<file path="src/rtl/dll_replay_ctrl_if.sv">
// dll_replay_ctrl_if
//   Groups the TLP ingress handshake, the Ack/Nak DLLP strobe, the replay
//   request handshake and the status/pulse outputs of dll_replay_ctrl.
//   The "master" modport drives the block (ingress logic / bench). The
//   "slave" modport is the controller itself.
//   Signal directions in the names are seen from the controller:
//   *_i are driven by the master, *_o by the controller.
interface dll_replay_ctrl_if #(
    parameter int SEQ_WIDTH       = 12,
    parameter int RETRY_DEPTH_LG2 = 8
);
    logic                       tl_valid_i;
    logic                       tl_ready_o;
    logic [SEQ_WIDTH-1:0]       tl_seq_o;
    logic                       acknak_valid_i;
    logic                       acknak_is_nak_i;
    logic [SEQ_WIDTH-1:0]       acknak_seq_i;
    logic                       rp_valid_o;
    logic [SEQ_WIDTH-1:0]       rp_seq_o;
    logic                       rp_ready_i;
    logic                       purge_en_o;
    logic [RETRY_DEPTH_LG2:0]   purge_cnt_o;
    logic [SEQ_WIDTH-1:0]       ackd_seq_o;
    logic [RETRY_DEPTH_LG2:0]   outstanding_o;
    logic [1:0]                 replay_num_o;
    logic                       retrain_req_o;
    logic                       acknak_err_o;

    modport master (
        output tl_valid_i, acknak_valid_i, acknak_is_nak_i, acknak_seq_i, rp_ready_i,
        input  tl_ready_o, tl_seq_o, rp_valid_o, rp_seq_o, purge_en_o, purge_cnt_o,
               ackd_seq_o, outstanding_o, replay_num_o, retrain_req_o, acknak_err_o
    );

    modport slave (
        input  tl_valid_i, acknak_valid_i, acknak_is_nak_i, acknak_seq_i, rp_ready_i,
        output tl_ready_o, tl_seq_o, rp_valid_o, rp_seq_o, purge_en_o, purge_cnt_o,
               ackd_seq_o, outstanding_o, replay_num_o, retrain_req_o, acknak_err_o
    );
endinterface

</file>
<file path="src/rtl/dll_replay_ctrl.sv">
// dll_replay_ctrl
//   PCIe Data Link Layer transmit-side sequence number and replay controller.
//   Assigns sequence numbers to new TLPs, tracks unacknowledged TLPs,
//   processes Ack/Nak DLLPs (purging the retry buffer), runs the replay
//   timer, sequences replays and requests retrain on REPLAY_NUM rollover.
// Ports
//   sclk  : clock, all registers update on the rising edge
//   srst  : synchronous active-high reset
//   bus   : dll_replay_ctrl_if.slave
//           tl_valid_i/tl_ready_o/tl_seq_o        TLP ingress
//           acknak_valid_i/_is_nak_i/_seq_i       decoded Ack/Nak DLLP
//           rp_valid_o/rp_seq_o/rp_ready_i        replay request handshake
//           purge_en_o/purge_cnt_o                retry buffer release pulse
//           ackd_seq_o, outstanding_o, replay_num_o  status
//           retrain_req_o, acknak_err_o           one-cycle event pulses
module dll_replay_ctrl #(
    parameter int SEQ_WIDTH       = 12,
    parameter int RETRY_DEPTH_LG2 = 8,
    parameter int TIMER_WIDTH     = 16,
    parameter int REPLAY_TIMEOUT  = 711,
    parameter int REPLAY_NUM_MAX  = 3
) (
    input  logic              sclk,
    input  logic              srst,
    dll_replay_ctrl_if.slave  bus
);

    localparam int SW  = SEQ_WIDTH;
    localparam int RD1 = RETRY_DEPTH_LG2 + 1;
    localparam int TW  = TIMER_WIDTH;
    // Common width used to compare a sequence distance with the outstanding count.
    localparam int CW  = (SW > RD1) ? SW : RD1;
    // Retry buffer capacity, also capped at half the sequence space so that
    // the Ack/Nak distance test stays unambiguous.
    localparam int LIMIT = ((2 ** RETRY_DEPTH_LG2) < (2 ** (SW - 1))) ?
                           (2 ** RETRY_DEPTH_LG2) : (2 ** (SW - 1));

    localparam logic [RD1-1:0] LIMIT_C      = RD1'(LIMIT);
    localparam logic [RD1-1:0] OUT_ZERO_C   = {RD1{1'b0}};
    localparam logic [SW-1:0]  SEQ_ZERO_C   = {SW{1'b0}};
    localparam logic [SW-1:0]  SEQ_ONE_C    = SW'(1);
    localparam logic [SW-1:0]  SEQ_HALF_C   = SW'(2 ** (SW - 1));
    localparam logic [SW-1:0]  SEQ_ONES_C   = {SW{1'b1}};
    localparam logic [TW-1:0]  TIMER_ZERO_C = {TW{1'b0}};
    localparam logic [TW-1:0]  TIMER_ONE_C  = TW'(1);
    localparam logic [TW-1:0]  TIMER_LAST_C = TW'(REPLAY_TIMEOUT - 1);
    localparam logic [1:0]     NUM_MAX_C    = 2'(REPLAY_NUM_MAX);

    typedef enum logic [0:0] {
        ST_NORMAL = 1'b0,
        ST_REPLAY = 1'b1
    } state_t;

    state_t           state_r, state_s;
    logic [SW-1:0]    next_seq_r, next_seq_s;
    logic [SW-1:0]    ackd_seq_r, ackd_seq_s;
    logic [SW-1:0]    rp_ptr_r, rp_ptr_s;
    logic [RD1-1:0]   outstanding_r, outstanding_s;
    logic [TW-1:0]    timer_r, timer_s;
    logic [1:0]       replay_num_r, replay_num_s;
    logic             purge_en_r;
    logic [RD1-1:0]   purge_cnt_r, purge_cnt_s;
    logic             retrain_r, retrain_s;
    logic             err_r;

    logic [SW-1:0]    dist_s;
    logic [RD1-1:0]   out_after_s;
    logic             tl_ready_s, accept_s;
    logic             dup_s, purge_s, err_s;
    logic             ack_reset_s, nak_trig_s, timeout_s, trigger_s;
    logic             handshake_s, last_s, ackd_past_s;

    // Ack/Nak classification: distance from ACKD_SEQ decides duplicate, valid or bogus.
    assign dist_s      = bus.acknak_seq_i - ackd_seq_r;
    assign dup_s       = bus.acknak_valid_i && (dist_s == SEQ_ZERO_C);
    assign purge_s     = bus.acknak_valid_i && (dist_s != SEQ_ZERO_C) &&
                         (CW'(dist_s) <= CW'(outstanding_r));
    assign err_s       = bus.acknak_valid_i && !purge_s && !dup_s;
    assign out_after_s = RD1'(CW'(outstanding_r) - (purge_s ? CW'(dist_s) : {CW{1'b0}}));
    assign ackd_seq_s  = purge_s ? bus.acknak_seq_i : ackd_seq_r;

    // TLP acceptance depends only on registered state.
    assign tl_ready_s  = (state_r == ST_NORMAL) && (outstanding_r < LIMIT_C);
    assign accept_s    = bus.tl_valid_i && tl_ready_s;

    // A Nak that leaves nothing outstanding behaves like an Ack.
    assign ack_reset_s = purge_s && (!bus.acknak_is_nak_i || (out_after_s == OUT_ZERO_C));
    assign nak_trig_s  = bus.acknak_valid_i && bus.acknak_is_nak_i && (purge_s || dup_s) &&
                         (out_after_s != OUT_ZERO_C);
    // A purging Ack in the expiry cycle suppresses the timeout.
    assign timeout_s   = (timer_r == TIMER_LAST_C) && !ack_reset_s;
    // Nak and timeout together still give a single replay trigger.
    assign trigger_s   = (state_r == ST_NORMAL) && (nak_trig_s || timeout_s);

    assign handshake_s = (state_r == ST_REPLAY) && bus.rp_ready_i;
    assign last_s      = (rp_ptr_r == (next_seq_r - SEQ_ONE_C));
    // Modular "ackd_seq at or past rp_ptr": forward distance below half the space.
    assign ackd_past_s = purge_s && ((ackd_seq_s - rp_ptr_r) < SEQ_HALF_C);

    assign next_seq_s    = next_seq_r + {{(SW-1){1'b0}}, accept_s};
    assign outstanding_s = out_after_s + {{(RD1-1){1'b0}}, accept_s};
    assign purge_cnt_s   = purge_s ? RD1'(dist_s) : OUT_ZERO_C;

    // Next state, replay pointer, replay timer and REPLAY_NUM.
    always_comb begin
        state_s      = state_r;
        rp_ptr_s     = rp_ptr_r;
        timer_s      = timer_r;
        replay_num_s = replay_num_r;
        retrain_s    = 1'b0;
        case (state_r)
            ST_NORMAL: begin
                if (trigger_s) begin
                    state_s  = ST_REPLAY;
                    rp_ptr_s = ackd_seq_s + SEQ_ONE_C;
                    timer_s  = TIMER_ZERO_C;
                    if (replay_num_r == NUM_MAX_C) begin
                        replay_num_s = 2'd0;
                        retrain_s    = 1'b1;
                    end else begin
                        replay_num_s = replay_num_r + 2'd1;
                        retrain_s    = 1'b0;
                    end
                end else if (ack_reset_s) begin
                    timer_s      = TIMER_ZERO_C;
                    replay_num_s = 2'd0;
                end else if (outstanding_r != OUT_ZERO_C) begin
                    timer_s = timer_r + TIMER_ONE_C;
                end else begin
                    timer_s = TIMER_ZERO_C;
                end
            end
            ST_REPLAY: begin
                // The timer is parked during a replay; Nak/timeout cannot restart it.
                timer_s = TIMER_ZERO_C;
                if (purge_s && !bus.acknak_is_nak_i) begin
                    replay_num_s = 2'd0;
                end else begin
                    replay_num_s = replay_num_r;
                end
                if (out_after_s == OUT_ZERO_C) begin
                    state_s = ST_NORMAL;
                end else if (handshake_s && last_s) begin
                    state_s = ST_NORMAL;
                end else if (ackd_past_s) begin
                    rp_ptr_s = ackd_seq_s + SEQ_ONE_C;
                end else if (handshake_s) begin
                    rp_ptr_s = rp_ptr_r + SEQ_ONE_C;
                end else begin
                    rp_ptr_s = rp_ptr_r;
                end
            end
            default: begin
                state_s      = ST_NORMAL;
                rp_ptr_s     = rp_ptr_r;
                timer_s      = TIMER_ZERO_C;
                replay_num_s = replay_num_r;
            end
        endcase
    end

    // State and output registers; srst returns everything to its idle value.
    always_ff @(posedge sclk) begin
        if (srst) begin
            state_r       <= ST_NORMAL;
            next_seq_r    <= SEQ_ZERO_C;
            ackd_seq_r    <= SEQ_ONES_C;
            rp_ptr_r      <= SEQ_ZERO_C;
            outstanding_r <= OUT_ZERO_C;
            timer_r       <= TIMER_ZERO_C;
            replay_num_r  <= 2'd0;
            purge_en_r    <= 1'b0;
            purge_cnt_r   <= OUT_ZERO_C;
            retrain_r     <= 1'b0;
            err_r         <= 1'b0;
        end else begin
            state_r       <= state_s;
            next_seq_r    <= next_seq_s;
            ackd_seq_r    <= ackd_seq_s;
            rp_ptr_r      <= rp_ptr_s;
            outstanding_r <= outstanding_s;
            timer_r       <= timer_s;
            replay_num_r  <= replay_num_s;
            purge_en_r    <= purge_s;
            purge_cnt_r   <= purge_cnt_s;
            retrain_r     <= retrain_s;
            err_r         <= err_s;
        end
    end

    assign bus.tl_ready_o    = tl_ready_s;
    assign bus.tl_seq_o      = next_seq_r;
    assign bus.rp_valid_o    = (state_r == ST_REPLAY);
    assign bus.rp_seq_o      = rp_ptr_r;
    assign bus.purge_en_o    = purge_en_r;
    assign bus.purge_cnt_o   = purge_cnt_r;
    assign bus.ackd_seq_o    = ackd_seq_r;
    assign bus.outstanding_o = outstanding_r;
    assign bus.replay_num_o  = replay_num_r;
    assign bus.retrain_req_o = retrain_r;
    assign bus.acknak_err_o  = err_r;

endmodule

</file>
<file path="src/flat_wrapper.sv">
// flat-port wrapper written by rule: the top's interface ports become plain ports
module dll_replay_ctrl_flat 
#(
    parameter int SEQ_WIDTH       = 12,
    parameter int RETRY_DEPTH_LG2 = 8,
    parameter int TIMER_WIDTH     = 16,
    parameter int REPLAY_TIMEOUT  = 711,
    parameter int REPLAY_NUM_MAX  = 3
)
  (sclk, srst, bus_tl_valid_i, bus_acknak_valid_i, bus_acknak_is_nak_i, bus_acknak_seq_i, bus_rp_ready_i, bus_tl_ready_o, bus_tl_seq_o, bus_rp_valid_o, bus_rp_seq_o, bus_purge_en_o, bus_purge_cnt_o, bus_ackd_seq_o, bus_outstanding_o, bus_replay_num_o, bus_retrain_req_o, bus_acknak_err_o);
  dll_replay_ctrl_if #(.SEQ_WIDTH(SEQ_WIDTH), .RETRY_DEPTH_LG2(RETRY_DEPTH_LG2)) bus_i ();
  input  logic sclk;
  input  logic srst;
  input wire logic [$bits(bus_i.tl_valid_i)-1:0] bus_tl_valid_i;
  input wire logic [$bits(bus_i.acknak_valid_i)-1:0] bus_acknak_valid_i;
  input wire logic [$bits(bus_i.acknak_is_nak_i)-1:0] bus_acknak_is_nak_i;
  input wire logic [$bits(bus_i.acknak_seq_i)-1:0] bus_acknak_seq_i;
  input wire logic [$bits(bus_i.rp_ready_i)-1:0] bus_rp_ready_i;
  output wire logic [$bits(bus_i.tl_ready_o)-1:0] bus_tl_ready_o;
  output wire logic [$bits(bus_i.tl_seq_o)-1:0] bus_tl_seq_o;
  output wire logic [$bits(bus_i.rp_valid_o)-1:0] bus_rp_valid_o;
  output wire logic [$bits(bus_i.rp_seq_o)-1:0] bus_rp_seq_o;
  output wire logic [$bits(bus_i.purge_en_o)-1:0] bus_purge_en_o;
  output wire logic [$bits(bus_i.purge_cnt_o)-1:0] bus_purge_cnt_o;
  output wire logic [$bits(bus_i.ackd_seq_o)-1:0] bus_ackd_seq_o;
  output wire logic [$bits(bus_i.outstanding_o)-1:0] bus_outstanding_o;
  output wire logic [$bits(bus_i.replay_num_o)-1:0] bus_replay_num_o;
  output wire logic [$bits(bus_i.retrain_req_o)-1:0] bus_retrain_req_o;
  output wire logic [$bits(bus_i.acknak_err_o)-1:0] bus_acknak_err_o;
  assign bus_i.tl_valid_i = bus_tl_valid_i;
  assign bus_i.acknak_valid_i = bus_acknak_valid_i;
  assign bus_i.acknak_is_nak_i = bus_acknak_is_nak_i;
  assign bus_i.acknak_seq_i = bus_acknak_seq_i;
  assign bus_i.rp_ready_i = bus_rp_ready_i;
  assign bus_tl_ready_o = bus_i.tl_ready_o;
  assign bus_tl_seq_o = bus_i.tl_seq_o;
  assign bus_rp_valid_o = bus_i.rp_valid_o;
  assign bus_rp_seq_o = bus_i.rp_seq_o;
  assign bus_purge_en_o = bus_i.purge_en_o;
  assign bus_purge_cnt_o = bus_i.purge_cnt_o;
  assign bus_ackd_seq_o = bus_i.ackd_seq_o;
  assign bus_outstanding_o = bus_i.outstanding_o;
  assign bus_replay_num_o = bus_i.replay_num_o;
  assign bus_retrain_req_o = bus_i.retrain_req_o;
  assign bus_acknak_err_o = bus_i.acknak_err_o;
  dll_replay_ctrl #(.SEQ_WIDTH(SEQ_WIDTH), .RETRY_DEPTH_LG2(RETRY_DEPTH_LG2), .TIMER_WIDTH(TIMER_WIDTH), .REPLAY_TIMEOUT(REPLAY_TIMEOUT), .REPLAY_NUM_MAX(REPLAY_NUM_MAX)) u_core (.sclk(sclk), .srst(srst), .bus(bus_i));
endmodule
</file>
<file path="config.mk">
export PLATFORM = sky130hd
export DESIGN_NAME = dll_replay_ctrl_flat
export DESIGN_NICKNAME = d
export VERILOG_FILES = /design/src/rtl/dll_replay_ctrl_if.sv /design/src/rtl/dll_replay_ctrl.sv /design/src/flat_wrapper.sv
export SDC_FILE = /design/constraint.sdc
export NUM_CORES = 1
export LEC_CHECK = 0
export CORE_ASPECT_RATIO = 1.1
export CORE_MARGIN = 2
export CORE_UTILIZATION = 40
export DETAILED_ROUTE_END_ITERATION = 6
export HOLD_SLACK_MARGIN = 0.08
export PLACE_DENSITY = 0.71
export SYNTH_ARGS = -nofsm -noshare
export SYNTH_HDL_FRONTEND = slang
export SYNTH_SLANG_ARGS = --single-unit
</file>
<file path="constraint.sdc">
create_clock -name sclk -period 10.57 [get_ports sclk]
set_input_delay 2.114 -clock sclk [delete_from_list [all_inputs] [get_ports sclk]]
set_output_delay 2.114 -clock sclk [all_outputs]
set_load 0.01 [all_outputs]
</file>
==> key figures, run 1 <==
STA
  – Setup TNS Final: 0 ns
  – Max Fclk: 102 MHz
  – Clock Skews: 0.00722 ns
  – RSZ-0062 raised after global routing: no
  – Worst slew pin tran: 1.02 ns
  – Tmin final: 9.82 ns
  – Share of the clock period used by the worst path: 0.929
  – Final Setup Violations: 0
  – Final hold vios: 0
  – Pins Over Slew Limit: 0
  – Worst rel slew slack: 0.315

Critical path
  – Worst EP arrival: 10.09 ns
  – Setup crit start: bus_acknak_seq_i[2]
  – Max FO, Critical Path: 16
  – CP Capture Type: flip-flop
  – Endpoint of the worst-slack reg-to-reg timing path: u_core.timer_r[2]
  – Worst reg2reg path depth: 26
  – Crit Path Class: input pin to flip-flop
  – Crit path to: u_core.timer_r[2]
  – Startpoint types: input pin
  – Reg-to-Reg Start: u_core.bus.ackd_seq_o[2]
  – Register-to-Register Setup Slack: 2.52 ns
  – Req. time, crit path: 10.84 ns

Cells and area
  – Commonest non-fill, non-tap cells in the layout: clkdlybuf4s50_1 (78), dfxtp_1 (76), nor2_1 (67)
  – Design area: 7120 µm²
  – Layout area overhead: 21.2%
  – Util after Layout: 0.495
  – Antenna diodes: 0
  – Fraction of layout cells with a size suffix above 1: 0.0635
  – Most common cell after layout, fill and taps aside: clkdlybuf4s50_1
  – Finished Layout Cells: 995
  – Final-stage net count: 866
  – Filler Cell Count: 1425

Placement
  – GPL Wtd Cong: 0.932
  – Placed Area: 6790 µm²
  – Placed Cells: 979
  – PortBufs: 78
  – Post-DP HPWL: 12100 µm

Floorplanning
  – I/O pin cnt: 79
  – Starting Density: 0.409
  – Row cnt: 46
  – Die ar.: 15700 µm²
  – Die height: 131 µm
  – Core area: 14400 µm²
  – Die width: 120 µm

Logic synthesis
  – Yosys reg bits: 76
  – Async SR Flop Fraction: 0
  – Post-synth cell types: 82
  – Avg Synthesized Cell Area: 8.05 µm²
  – Post-synth EDFFs: 0
  – Cell Area, Synth: 5880 µm²
  – Mapped Nets: 798
  – Top_reg_cell synth: dfxtp_1
  – Register area share after synthesis: 0.259
  – Warnings, synthesis: 0
  – Gate count after technology mapping: 730

Clock tree
  – Sinks on Clock Net: 76
  – Hold_buf cts: 0
  – H-tree Lvls: 3
  – Clk_lat worst skew: 0.34 ns
  – Reg clk slew, reported paths: 0.06 ns
  – CTS Buffer Depth: 2
  – TritonCTS clock tree: built
  – Num CTS Buffers: 9
  – Post-CTS Setup Bufs: 0
  – # resized after CTS: 0
  – CTS root buf: clkbuf_16

Run status
  – Status: complete, no violations

GRT
  – Vias in the first global route: 5017
  – Total grt overflow: 0
  – Initial antenna violation count: 0
  – First-pass GRT wire length: 25600 µm
  – Total GRT Usage: 0.199
  – Pin count of the biggest net entering global routing: 38

Detailed routing
  – DR WL/cell: 16.1 µm
  – Vias post-DR: 5618
  – Initial DRT Pass Iterations: 6
  – Initial DRC count: 539
  – Routed Antenna Nets: 0
  – WL final: 16000 µm
  – DRC Markers: 0
  – Vias per std cell: 5.65

Power and ir drop
  – Leakage: 2.86 nW
  – Gate power share: 0.347
  – Part of the power in registers: 0.319
  – Switching Share: 0.345
  – Switching power: 0.000359 W
  – Clk network pwr share: 0.334
  – Internal power: 0.000681 W
  – Worst vdd ir: 89.8 µV
  – P per Cell Area: 146 nW/µm²
  – PnR Total Power: 0.00104 W

Run
  – Maxcap violations: 0

Worst hold path
  – Hold path depth: 1
  – Worst Hold Class: flip-flop to flip-flop
[layout make-up]
class                      count  area [µm²]  area share
clock inverter                 7         105      0.0148
sequential                    76        1520       0.214
tap                          192         240      0.0337
inverter                      63         236      0.0332
timing repair buffer          83         818       0.115
clock buffer                   9         225      0.0316
multi-input combinational    565        3980       0.558
[registers in the layout (all words and copies together), names as in the netlist]
register	cells
u_core.bus.ackd_seq_o	12
u_core.bus.acknak_err_o	1
u_core.bus.outstanding_o	9
u_core.bus.purge_cnt_o	9
u_core.bus.purge_en_o	1
u_core.bus.replay_num_o	2
u_core.bus.retrain_req_o	1
u_core.bus.rp_seq_o	12
u_core.bus.rp_valid_o	1
u_core.bus.tl_seq_o	12
u_core.timer_r	16
[synth_stat cells (4+ instances only)]
library cell  number  share of area
dfxtp_1           76           0.26
nor2_1            67          0.043
inv_1             63          0.040
nand2_1           54          0.034
ha_1              48           0.10
nand3_1           38          0.032
xnor2_1           33          0.049
xor2_1            33          0.049
a21oi_1           30          0.026
o21ai_0           22          0.019
nor3_1            18          0.015
and3_1            17          0.018
clkbuf_1          15         0.0096
mux2i_1           15          0.026
nor4_1            12          0.013
o211ai_1          11          0.014
a211oi_1          10          0.013
a31oi_1            9         0.0096
nand4_1            9         0.0096
nor2b_1            9         0.0096
nand2b_1           8         0.0085
a21o_1             6         0.0077
and2_1             6         0.0064
o31ai_1            6         0.0077
or3_1              6         0.0064
a2111oi_0          5         0.0074
mux2_2             5         0.0096
o21a_1             5         0.0064
o221ai_1           5         0.0074
o31a_1             5         0.0074
buf_2              4         0.0034
o22ai_1            4         0.0043
[cell families (layout without fill, tap and decap cells)]
group / after synthesis / in the layout / synth area share
buffers and inverters: 89 / 162 / 0.0647
XOR/XNOR: 66 / 66 / 0.0983
AND/OR/NAND/NOR: 276 / 276 / 0.244
AO/OA/AOI/OAI: 153 / 153 / 0.190
multiplexers: 20 / 20 / 0.0351
adder cells (fa/ha/maj): 50 / 50 / 0.109
flip-flops: 76 / 76 / 0.259
[layer usage]
metal	vias to the layer above	wire, µm	global-route usage
met5	-	0	0
met4	0	252	0.0595
met3	23	989	0.0291
met2	191	7140	0.312
met1	2636	7630	0.282
li1	2768	-	-
[power groups by stage]
stage | Combinational, W | Clock [W] | Sequential (W)
after floorplan | 0.000256 | 0 | 0.000334
after global placement | 0.000350 | 0 | 0.000338
after detailed placement | 0.000354 | 0 | 0.000338
after CTS | 0.000357 | 0.000352 | 0.000331
after global routing | 0.000396 | 0.000363 | 0.000335
final | 0.000361 | 0.000347 | 0.000332
[worst max-delay path: stages]
cell and delay [ns]:
clkdlybuf4s50_1 0.54, ha_1 0.32, or2_1 0.28, o221a_2 0.27, or4_2 0.54, o2111ai_1 0.32, ha_1 0.37, a21o_1 0.16
a21oi_1 0.12, and2b_2 0.23, o41ai_1 0.72, o41a_2 0.30, nand3_1 0.11, inv_1 0.20, nand2_1 0.13, fa_1 0.44
a21o_1 0.20, a311o_1 0.34, a21oi_1 0.17, xor2_1 0.31, and4b_1 0.28, nand4bb_1 0.16, and3_1 0.23, mux2_2 0.29
or4_1 0.77, nor2_1 0.18
[per-stage QoR]
step	setup WS, ns	hold WS [ns]
floorplan	1.10	0.437
global placement	0.716	0.454
detailed placement	0.503	0.459
CTS	0.876	0.475
global route	0.336	0.521
finish	0.751	0.475
[worst min path at each step]
stage | startpoint | slack [ns] | to
2_1_floorplan | u_core.timer_r[0] | 0.44 | u_core.timer_r[0]
3_3_place_gp | u_core.timer_r[0] | 0.45 | u_core.timer_r[0]
3_5_place_dp | u_core.timer_r[0] | 0.46 | u_core.timer_r[0]
4_1_cts | u_core.timer_r[0] | 0.48 | u_core.timer_r[0]
5_1_grt | u_core.timer_r[0] | 0.52 | u_core.timer_r[0]
6_report | u_core.timer_r[0] | 0.47 | u_core.timer_r[0]
Power figures use the tool's default switching activity.
==> run 2, diff against run 1 <==
--- a/config.mk
+++ b/config.mk
@@ -10,7 +10,7 @@
 export CORE_UTILIZATION = 40
 export DETAILED_ROUTE_END_ITERATION = 6
 export HOLD_SLACK_MARGIN = 0.08
-export PLACE_DENSITY = 0.71
+export PLACE_DENSITY = 0.74
 export SYNTH_ARGS = -nofsm -noshare
 export SYNTH_HDL_FRONTEND = slang
 export SYNTH_SLANG_ARGS = --single-unit
==> constraint.sdc (replaced) <==
create_clock -name sclk -period 8 [get_ports sclk]
set_input_delay 1.6 -clock sclk [delete_from_list [all_inputs] [get_ports sclk]]
set_output_delay 1.6 -clock sclk [all_outputs]
set_load 0.01 [all_outputs]
==> run 2 against run 1 <==
Sequential share of layout area fell by 1.1 points. Global-route usage rose by 1.4 points. Wire length rose by 4.6%. Largest cell class unchanged. Highest routed layer unchanged.
==> key figures, run 2 (same netlist as run 1, synthesis figures left out) <==
Run status
  – Status: complete, no violations (unchanged)

Power and ir drop
  – Switching power: 0.000484 W (was 0.000359 W)
  – P per Cell Area: 191 nW/µm² (was 146 nW/µm²)
  – Part of the power in registers: 0.306 (was 0.319)
  – Switching Share: 0.337 (was 0.345)
  – Leakage: 3.06 nW (was 2.86 nW)
  – Clk network pwr share: 0.301 (was 0.334)
  – Internal power: 0.000951 W (was 0.000681 W)
  – Worst vdd ir: 132 µV (was 89.8 µV)
  – Gate power share: 0.392 (was 0.347)

Critical path
  – CP Capture Type: flip-flop (unchanged)
  – Endpoint of the worst-slack reg-to-reg timing path: u_core.bus.rp_seq_o[6] (was u_core.timer_r[2])
  – Worst EP arrival: 8.04 ns (was 10.09 ns)
  – Crit-path most repeated cell: ha_1
  – Critical Path, Cell by Cell: clkdlybuf4s50_1, ha_1, nor2b_2, o221a_4, or4_4, o2111ai_4, ha_1, a21o_1, a21oi_1, and2b_2, o41a_2, nor3_2, nand2_1, ha_1, or3_1, or2_2, o221ai_1, xor2_1, and4b_2, o211ai_1, a311oi_2, or4_4, or4b_1, a21oi_1
  – CP max stage delay: 0.57 ns (was 0.77 ns)
  – Startpoint types: input pin (unchanged)
  – CP max stage cell: or4_4 (was or4_1)
  – Req. time, crit path: 8.27 ns (was 10.84 ns)
  – Max FO, Critical Path: 4 (was 16)
  – Setup crit start: bus_acknak_seq_i[1] (was bus_acknak_seq_i[2])
  – Crit Path Class: input pin to flip-flop (unchanged)
  – Worst reg2reg path depth: 24 (was 26)
  – Reg-to-Reg Start: u_core.bus.ackd_seq_o[2] (unchanged)
  – Buf/Inv on CP: 1 (was 2)
  – Delay-heaviest family, CP: simple AND/OR/NAND/NOR gates (unchanged)
  – Register-to-Register Setup Slack: 1.34 ns (was 2.52 ns)
  – Critical path depth: 24 (was 26)

Cells and area
  – Max FFs per register: 16 (unchanged)
  – Finished Layout Cells: 1031 (was 995)
  – Fraction of layout cells with a size suffix above 1: 0.125 (was 0.0635)
  – Commonest non-fill, non-tap cells in the layout: clkdlybuf4s50_1 (77), dfxtp_1 (76), nor2_1 (66) (was clkdlybuf4s50_1 (78), dfxtp_1 (76), nor2_1 (67))
  – Top reg by flops: u_core.timer_r (unchanged)
  – Final-stage net count: 902 (was 866)
  – Most common cell after layout, fill and taps aside: clkdlybuf4s50_1 (unchanged)
  – Antenna diodes: 0 (unchanged)
  – Layout area overhead: 27.8% (was 21.2%)

Run
  – Maxcap violations: 0 (unchanged)

Clock tree
  – Clk_lat worst skew: 0.35 ns (was 0.34 ns)
  – CTS root buf: clkbuf_16 (unchanged)
  – Sinks on Clock Net: 76 (unchanged)
  – Reg clk slew, reported paths: 0.06 ns (about the same)
  – TritonCTS clock tree: built (unchanged)
  – # resized after CTS: 0 (unchanged)
  – H-tree Lvls: 3 (unchanged)
  – Post-CTS Setup Bufs: 0 (unchanged)
  – CTS Buffer Depth: 2 (unchanged)
  – Num CTS Buffers: 9 (unchanged)
  – Hold_buf cts: 0 (unchanged)

Placement
  – GPL Wtd Cong: 0.926 (was 0.932)
  – Placed Cells: 1015 (was 979)
  – Post-DP HPWL: 12700 µm (was 12100 µm)
  – PortBufs: 78 (unchanged)

STA
  – Worst slew pin tran: 0.903 ns (was 1.02 ns)
  – Clock Skews: 0.0104 ns (was 0.00722 ns)
  – Pins Over Slew Limit: 0 (unchanged)
  – Share of the clock period used by the worst path: 0.970
  – Tmin final: 7.76 ns
  – Fin Hold WS: 0.469 ns (was 0.475 ns)
  – Final Setup Violations: 0 (unchanged)
  – Worst rel slew slack: 0.392 (was 0.315)
  – Final hold vios: 0 (unchanged)
  – RSZ-0062 raised after global routing: no (unchanged)
  – Max Fclk: 129 MHz

Detailed routing
  – Initial DRC count: 548 (was 539)
  – DR WL/cell: 16.2 µm (was 16.1 µm)
  – WL final: 16800 µm (was 16000 µm)
  – Vias post-DR: 5770 (was 5618)
  – Routed Antenna Nets: 0 (unchanged)
  – DRC Markers: 0 (unchanged)
  – Vias per std cell: 5.60 (was 5.65)
  – Initial DRT Pass Iterations: 7 (was 6)

GRT
  – Pin count of the biggest net entering global routing: 38 (unchanged)
  – Vias in the first global route: 5492 (was 5017)
  – Initial antenna violation count: 0 (unchanged)
  – Total GRT Usage: 0.213 (was 0.199)
  – Total grt overflow: 0 (unchanged)
  – First-pass GRT wire length: 27300 µm (was 25600 µm)

Floorplanning
  – I/O pin cnt: 79 (unchanged)
  – Core area: 14400 µm² (unchanged)
  – Starting Density: 0.409 (unchanged)
  – Row cnt: 46 (unchanged)
  – Die height: 131 µm (unchanged)
  – Die width: 120 µm (unchanged)
  – Die ar.: 15700 µm² (unchanged)

Worst hold path
  – Worst Hold Class: flip-flop to flip-flop (unchanged)
  – Hold EP: u_core.timer_r[0] (unchanged)
  – Hold Crit Start: u_core.timer_r[0] (unchanged)
  – Hold path depth: 1 (unchanged)
-- run 2: final cells by class --
class                   instances  area (µm²)
fillers                      1370        6880
multi-input cells             565        4110
flip-flops and latches         76        1520
repair buffers                119        1090
clock buffers                  13         270
well taps                     192         240
inverters                      63         236
clock inverters                 3        43.8
-- run 2: power groups by stage --
| stage | Combinational, W | Sequential [W] | Clock [W] |
|---|---|---|---|
| 2_1_floorplan | 0.000361 | 0.000442 | 0 |
| 3_3_place_gp | 0.000525 | 0.000447 | 0 |
| 3_5_place_dp | 0.000534 | 0.000447 | 0 |
| 4_1_cts | 0.000539 | 0.000439 | 0.000441 |
| 5_1_grt | 0.000611 | 0.000443 | 0.000455 |
| 6_report | 0.000563 | 0.000439 | 0.000433 |
-- run 2: worst max-delay path by stage --
stage | end | slack [ns]
after floorplan | u_core.bus.rp_seq_o[6] | 0.02
after global placement | u_core.bus.rp_seq_o[8] | -0.05
after detailed placement | u_core.bus.rp_seq_o[8] | -0.14
after CTS | u_core.bus.rp_seq_o[8] | 0.21
after global routing | u_core.bus.rp_seq_o[2] | 0.02
final | u_core.bus.rp_seq_o[6] | 0.24
-- run 2: through the flow --
stage | util | setup TNS, ns | setup WS [ns] | total power (W) | area [µm²]
after floorplan | - | 0 | 0.0230 | 0.000803 | 6000
after global placement | 0.496 | -0.141 | -0.0467 | 0.000972 | 7140
after detailed placement | 0.496 | -1.27 | -0.144 | 0.000981 | 7140
after CTS | 0.518 | 0 | 0.210 | 0.00142 | 7460
after global routing | 0.522 | 0 | 0.0190 | 0.00151 | 7510
final | 0.522 | 0 | 0.239 | 0.00143 | 7510
-- run 2: metal layers --
layer  routed length (µm)  track usage
met2                 7380        0.331
met4                  454       0.0837
met5                    0            0
met1                 7950        0.291
met3                  958       0.0386
==> run 3, diff against run 2 <==
--- a/config.mk
+++ b/config.mk
@@ -5,6 +5,7 @@
 export SDC_FILE = /design/constraint.sdc
 export NUM_CORES = 1
 export LEC_CHECK = 0
+export CAP_MARGIN = 20
 export CORE_ASPECT_RATIO = 1.1
 export CORE_MARGIN = 2
 export CORE_UTILIZATION = 40
==> results of run 3 <==
Same layout as run 2: the final DEF is identical, and so are final timing and power.
